## src/rtl/keypad_scan_ctrl.sv

```systemverilog
// 4x4 keypad scan controller: walks the rows, waits for the columns to settle,
// debounces press and release, and hands one key event per press to the display stage.
module keypad_scan_ctrl #(
    parameter int SETTLE_CYCLES   = 4,
    parameter int DEBOUNCE_CYCLES = 50000,
    parameter int CNT_W           = 20
) (
    input  logic       clk,
    input  logic       reset,
    input  logic [3:0] col_sync,
    output logic [3:0] r_sel,
    output logic [3:0] key_code,
    output logic       key_valid,
    input  logic       key_ready,
    output logic       key_down
);

    typedef enum logic [1:0] {
        S_SCAN     = 2'd0,
        S_DEBOUNCE = 2'd1,
        S_REPORT   = 2'd2,
        S_HOLD     = 2'd3
    } state_t;

    localparam logic [CNT_W-1:0] SETTLE_LAST = CNT_W'(SETTLE_CYCLES - 1);
    localparam logic [CNT_W-1:0] DEB_LAST    = CNT_W'(DEBOUNCE_CYCLES - 1);
    localparam logic [CNT_W-1:0] CNT_ONE     = CNT_W'(1);

    state_t           state_q, state_d;
    logic [1:0]       row_q, row_d;
    logic [CNT_W-1:0] cnt_q, cnt_d;
    logic [3:0]       col_q, col_d;
    logic [3:0]       code_q, code_d;
    logic             col_one_hot;

    function automatic logic [3:0] key_lookup(input logic [1:0] row, input logic [3:0] col_oh);
        logic [1:0] col;
        logic [3:0] code;
        col = 2'd0;
        if (col_oh[1]) col = 2'd1;
        if (col_oh[2]) col = 2'd2;
        if (col_oh[3]) col = 2'd3;
        case ({row, col})
            4'h0: code = 4'h1;  4'h1: code = 4'h2;  4'h2: code = 4'h3;  4'h3: code = 4'hA;
            4'h4: code = 4'h4;  4'h5: code = 4'h5;  4'h6: code = 4'h6;  4'h7: code = 4'hB;
            4'h8: code = 4'h7;  4'h9: code = 4'h8;  4'hA: code = 4'h9;  4'hB: code = 4'hC;
            4'hC: code = 4'hF;  4'hD: code = 4'h0;  4'hE: code = 4'hE;  default: code = 4'hD;
        endcase
        return code;
    endfunction

    assign col_one_hot = (col_sync != 4'b0) && ((col_sync & (col_sync - 4'd1)) == 4'b0);

    always_comb begin
        // NOTE: every next-state signal defaults to its current value first so no path infers a latch.
        state_d = state_q;
        row_d   = row_q;
        cnt_d   = cnt_q;
        col_d   = col_q;
        code_d  = code_q;
        case (state_q)
            S_SCAN: begin
                if (cnt_q == SETTLE_LAST) begin
                    cnt_d = '0;
                    if (col_one_hot) begin
                        col_d   = col_sync;
                        state_d = S_DEBOUNCE;
                    end else begin
                        row_d = row_q + 2'd1;
                    end
                end else begin
                    cnt_d = cnt_q + CNT_ONE;
                end
            end
            S_DEBOUNCE: begin
                if (col_sync != col_q) begin
                    row_d   = row_q + 2'd1;
                    cnt_d   = '0;
                    state_d = S_SCAN;
                end else if (cnt_q == DEB_LAST) begin
                    code_d  = key_lookup(row_q, col_q);
                    cnt_d   = '0;
                    state_d = S_REPORT;
                end else begin
                    cnt_d = cnt_q + CNT_ONE;
                end
            end
            S_REPORT: begin
                // Columns are ignored here so an early release cannot cancel a debounced press.
                if (key_ready) begin
                    cnt_d   = '0;
                    state_d = S_HOLD;
                end
            end
            S_HOLD: begin
                if (col_sync != 4'b0) begin
                    cnt_d = '0;
                end else if (cnt_q == DEB_LAST) begin
                    row_d   = row_q + 2'd1;
                    cnt_d   = '0;
                    state_d = S_SCAN;
                end else begin
                    cnt_d = cnt_q + CNT_ONE;
                end
            end
            default: begin
                row_d   = 2'd0;
                cnt_d   = '0;
                state_d = S_SCAN;
            end
        endcase
    end

    always_ff @(posedge clk or negedge reset) begin
        if (!reset) begin
            state_q <= S_SCAN;
            row_q   <= 2'd0;
            cnt_q   <= '0;
            col_q   <= 4'b0;
            code_q  <= 4'h0;
        end else begin
            // NOTE: non-blocking updates so every register samples the pre-edge values.
            state_q <= state_d;
            row_q   <= row_d;
            cnt_q   <= cnt_d;
            col_q   <= col_d;
            code_q  <= code_d;
        end
    end

    assign r_sel     = ~(4'b0001 << row_q);
    assign key_code  = code_q;
    assign key_valid = (state_q == S_REPORT);
    assign key_down  = (state_q == S_REPORT) || (state_q == S_HOLD);

endmodule

```

## config.mk

```make
export PLATFORM = sky130hd
export DESIGN_NAME = keypad_scan_ctrl
export DESIGN_NICKNAME = d
export VERILOG_FILES = /design/src/rtl/keypad_scan_ctrl.sv
export SDC_FILE = /design/constraint.sdc
export NUM_CORES = 1
export LEC_CHECK = 0
export CAP_MARGIN = 20
export CORE_UTILIZATION = 62
export DETAILED_ROUTE_END_ITERATION = 8
export GPL_TIMING_DRIVEN = 1
export PLACE_DENSITY = 0.84
export SLEW_MARGIN = 30
export SYNTH_ARGS = -nofsm -noshare
export SYNTH_HDL_FRONTEND = slang
export SYNTH_SLANG_ARGS = --single-unit
```

## constraint.sdc

```tcl
create_clock -name clk -period 3.6 [get_ports clk]
set_input_delay 0.54 -clock clk [delete_from_list [all_inputs] [get_ports clk]]
set_output_delay 0.54 -clock clk [all_outputs]
set_load 0.01 [all_outputs]
```

==> metrics.md <==
| Metric | Value |
|---|---|
| Site row count | 20 |
| Number of nets produced by synthesis | 238 |
| First DRT Iteration DRCs | 63 |
| Global Route Usage Sum | 26.7% |
| Cell with the biggest individual delay on the critical path | sky130_fd_sc_hd__a21oi_2 |
| Class of the worst hold path | reg2reg |
| Minimum clock period after layout | 2.50 ns |
| Worst-Skew Late Latency | 0.34 ns |
| Final cycle utilization of the critical path | 69.4% |
| Max Clock Skew | 0.0185 ns |
| Chip Height | 60.3 µm |
| Max Transition Viols Final | 0 |
| Global routing met1 resource utilization | 32.5% |
| Initial standard-cell utilization of the core | 67.3% |
| Unrepaired setup endpoints after global routing | no |
| Power consumption | 1.25 mW |
| Average instance area after synthesis | 9.57 µm² |
| Register bit count reported by yosys | 32 |
| Post-route worst hold slack | 0.514 ns |
| Mux cell area share after synthesis | 5.77% |
| Peak supply drop | 0.259 mV |
| Data required time of the worst path | 3.78 ns |
| Num Clock Sinks | 32 |
| Final setup violation count | 0 |
| Type of the setup path with the least slack | reg2reg |
| Total length of routed wires | 4080 µm |
| Final Net Count | 254 |
| Share of cells above drive strength 1 | 11.0% |
| Netlist area before placement | 2100 µm² |
| Vias in the first global route | 1581 |
| Number of H-tree levels | 2 |
| Maximum number of buffers from clock root to sink | 2 |
| Library cells used by synthesis | 53 |
| Highest Clock Rate | 400 MHz |
| Max_cap viols | 0 |
| GR Util met2 | 44.9% |
| I/O pin count | 17 |
| Placeable core area | 3130 µm² |
| Number of enable-type register cells in the synthesized netlist | 0 |
| DP Cell Count | 273 |
| Die Wd | 60.3 µm |
| Synthesis warning total | 0 |
| Residual antenna-violating net count after detailed routing | 0 |
| Max Fanout on Critical Path | 15 |
| Maximum cell stage delay along the critical path | 0.59 ns |
| Global-route met3 utilization | 6.49% |
| Routability-driven placement congestion ratio | 0.852 |
| Most used routing layer | met2 |
| Wire length of the first global-routing pass | 7000 µm |
| P&R area growth vs syn | 9.69% |
| Hold Buf Count CTS | 0 |
| Cell Chain, Critical Path | ha_1 -> or4b_1 -> nor4_2 -> o21ai_1 -> a21oi_2 -> nor2_1 |
| Main combinational cell family by area after synthesis | simple AND/OR/NAND/NOR gates |
| Share of flip-flops with an asynchronous set or reset after synthesis | 100% |
| Via total after detailed routing | 1636 |
| Setup bufs post-CTS | 0 |
| Post-synthesis adder-cell area fraction | 6.54% |
| Worst slew slack as a fraction of its limit | 52.5% |
| Resize count post-CTS | 0 |
| Average routed wire per standard cell | 14.6 µm |
| Power per unit of standard cell area | 540 nW/µm² |
| Tightest Pin Transition | 0.706 ns |
| DP HPWL | 3020 µm |
| Clock slew at reported path FFs | 0.09 ns |
| Non-filler instance count after layout | 280 |
| Port bufs | 16 |
| Run status | finished clean |
| Worst slack, placed | 0.907 ns |
| Per-cell via count in the routed design | 5.84 |
| TritonCTS clock tree | yes |
| Pin count of the biggest net entering global routing | 33 |
| XOR/XNOR Fraction of Synth Area | 8.74% |
| Die Outline Area | 3630 µm² |
| Simple-gate share of the synthesized area | 25.6% |
| CP arrival | 2.68 ns |
| Post-route setup slack | 1.10 ns |
| Ant. Diodes | 0 |
| Drt first pass iters | 4 |
| Root Driver | sky130_fd_sc_hd__clkbuf_4 |
| Top flip-flop cell by instance count after synthesis | sky130_fd_sc_hd__dfrtp_1 |
| Cell area after layout | 2310 µm² |
| Setup TNS after final layout | 0 ns |
| Nature of the critical path startpoint | flip-flop |
| Compound-Gate Fraction of Synth Area | 9.57% |
| Layout Utilization | 73.8% |
| Total leakage power | 0.980 nW |
| Number of remaining DRC errors | 0 |
| Number of instances in the synthesized netlist | 220 |
| Portion of the post-synthesis area used by sequential elements | 38.0% |
| Total global routing overflow | 0 |
| Type of destination of the critical path | flip-flop |
| Number of antenna violations at the first check in global routing | 0 |
| Total CTS buffers | 5 |
| Area after detailed placement | 2260 µm² |
| Hold Vio Cnt, Final | 0 |
kinds of logic after synthesis:
kind of cell / Yosys count
flops: 32
buf+inv: 22
xor+xnor: 21
mux: 11
compound gates: 28
fa+ha+maj: 11
simple gates: 95
worst max-delay path, delay by kind of cell (launching register included):
kind	cells	cell delay (ns)
AOI/OAI and AO/OA	2	0.76
adders and majority gates	1	0.24
DFF	1	0.43
and+or+nand+nor	3	0.92
routing by layer:
layer / routed length, µm / vias to the layer above
li1: - / 818
met1: 1810 / 774
met2: 2070 / 36
met3: 138 / 8
met4: 68 / 0
met5: 0 / -
layout make-up:
class,count,area (µm²)
Multi-Input combinational cell,166,1180
Fill cell,227,820
Sequential cell,32,801
Timing Repair Buffer,18,175
Tap cell,44,55.1
Inverter,13,48.8
Clock buffer,6,41.3
Clock inverter,1,5.00
cell usage after synthesis (2+ instances only):
cell,instances,area [µm²]
sky130_fd_sc_hd__o21ai_0,5,25.0
sky130_fd_sc_hd__mux2i_1,2,20.0
sky130_fd_sc_hd__dfrtp_1,32,801
sky130_fd_sc_hd__xnor2_1,15,131
sky130_fd_sc_hd__clkbuf_1,4,15.0
sky130_fd_sc_hd__nand3_1,9,45.0
sky130_fd_sc_hd__nor3b_1,2,15.0
sky130_fd_sc_hd__and3_1,3,18.8
sky130_fd_sc_hd__xor2_1,6,52.6
sky130_fd_sc_hd__buf_6,2,22.5
sky130_fd_sc_hd__mux2_2,9,101
sky130_fd_sc_hd__nor4_1,4,25.0
sky130_fd_sc_hd__clkbuf_8,2,27.5
sky130_fd_sc_hd__nand4_1,7,43.8
sky130_fd_sc_hd__nand2b_1,2,12.5
sky130_fd_sc_hd__nor2_1,24,90.1
sky130_fd_sc_hd__inv_1,13,48.8
sky130_fd_sc_hd__nand2_1,16,60.1
sky130_fd_sc_hd__a22o_1,2,17.5
sky130_fd_sc_hd__a31oi_1,3,18.8
sky130_fd_sc_hd__o21a_1,2,15.0
sky130_fd_sc_hd__ha_1,11,138
sky130_fd_sc_hd__nor2b_1,3,18.8
sky130_fd_sc_hd__nor3_1,7,35.0
sky130_fd_sc_hd__o211ai_1,3,22.5
sky130_fd_sc_hd__or4_1,5,37.5
worst paths after layout:
path | startpoint | to | slack (ns) | cells past startpoint
worst min register to register | key_code[0]$_DFFE_PN0P_ | key_code[0]$_DFFE_PN0P_ | 0.51 | 1
worst max register to register | cnt_q[0]$_DFFE_PN0N_ | cnt_q[5]$_DFFE_PN0N_ | 1.10 | 6
max in group asynchronous | reset | cnt_q[4]$_DFFE_PN0N_ | 2.72 | 2
min in group asynchronous | reset | cnt_q[10]$_DFFE_PN0N_ | 0.59 | 2
worst max-delay path | cnt_q[0]$_DFFE_PN0N_ | cnt_q[5]$_DFFE_PN0N_ | 1.10 | 6
worst min-delay path | key_code[0]$_DFFE_PN0P_ | key_code[0]$_DFFE_PN0P_ | 0.51 | 1
sequential cells by signal, indices dropped and copies added (netlist names), named ones only:
signal    count
key_code      4
col_q         4
cnt_q        20
row_q         2
state_q       1
cell usage in the layout, fill, tap and decap left out, types with 2 or more instances in the layout:
cell type | synthesis | routed
sky130_fd_sc_hd__a22o_1 | 2 | 2
sky130_fd_sc_hd__a31oi_1 | 3 | 3
sky130_fd_sc_hd__and3_1 | 3 | 3
sky130_fd_sc_hd__buf_4 | 1 | 2
sky130_fd_sc_hd__clkbuf_4 | 0 | 5
sky130_fd_sc_hd__clkdlybuf4s50_1 | 0 | 16
sky130_fd_sc_hd__dfrtp_1 | 32 | 32
sky130_fd_sc_hd__ha_1 | 11 | 11
sky130_fd_sc_hd__inv_1 | 13 | 13
sky130_fd_sc_hd__mux2_2 | 9 | 9
sky130_fd_sc_hd__mux2i_1 | 2 | 2
sky130_fd_sc_hd__nand2_1 | 16 | 16
sky130_fd_sc_hd__nand2b_1 | 2 | 2
sky130_fd_sc_hd__nand3_1 | 9 | 9
sky130_fd_sc_hd__nand4_1 | 7 | 7
sky130_fd_sc_hd__nor2_1 | 24 | 24
sky130_fd_sc_hd__nor2b_1 | 3 | 3
sky130_fd_sc_hd__nor3_1 | 7 | 7
sky130_fd_sc_hd__nor3b_1 | 2 | 2
sky130_fd_sc_hd__nor4_1 | 4 | 4
sky130_fd_sc_hd__o211ai_1 | 3 | 3
sky130_fd_sc_hd__o21a_1 | 2 | 2
sky130_fd_sc_hd__o21ai_0 | 5 | 5
sky130_fd_sc_hd__or4_1 | 5 | 5
sky130_fd_sc_hd__xnor2_1 | 15 | 15
sky130_fd_sc_hd__xor2_1 | 6 | 6
report_power, final:
group          leakage (nW)  internal, mW  switching, mW
Clock                0.0281        0.0718          0.116
Combinational         0.522         0.262          0.282
Sequential            0.431         0.417         0.0967
Note: power is estimated with default switching activity, not from simulation.
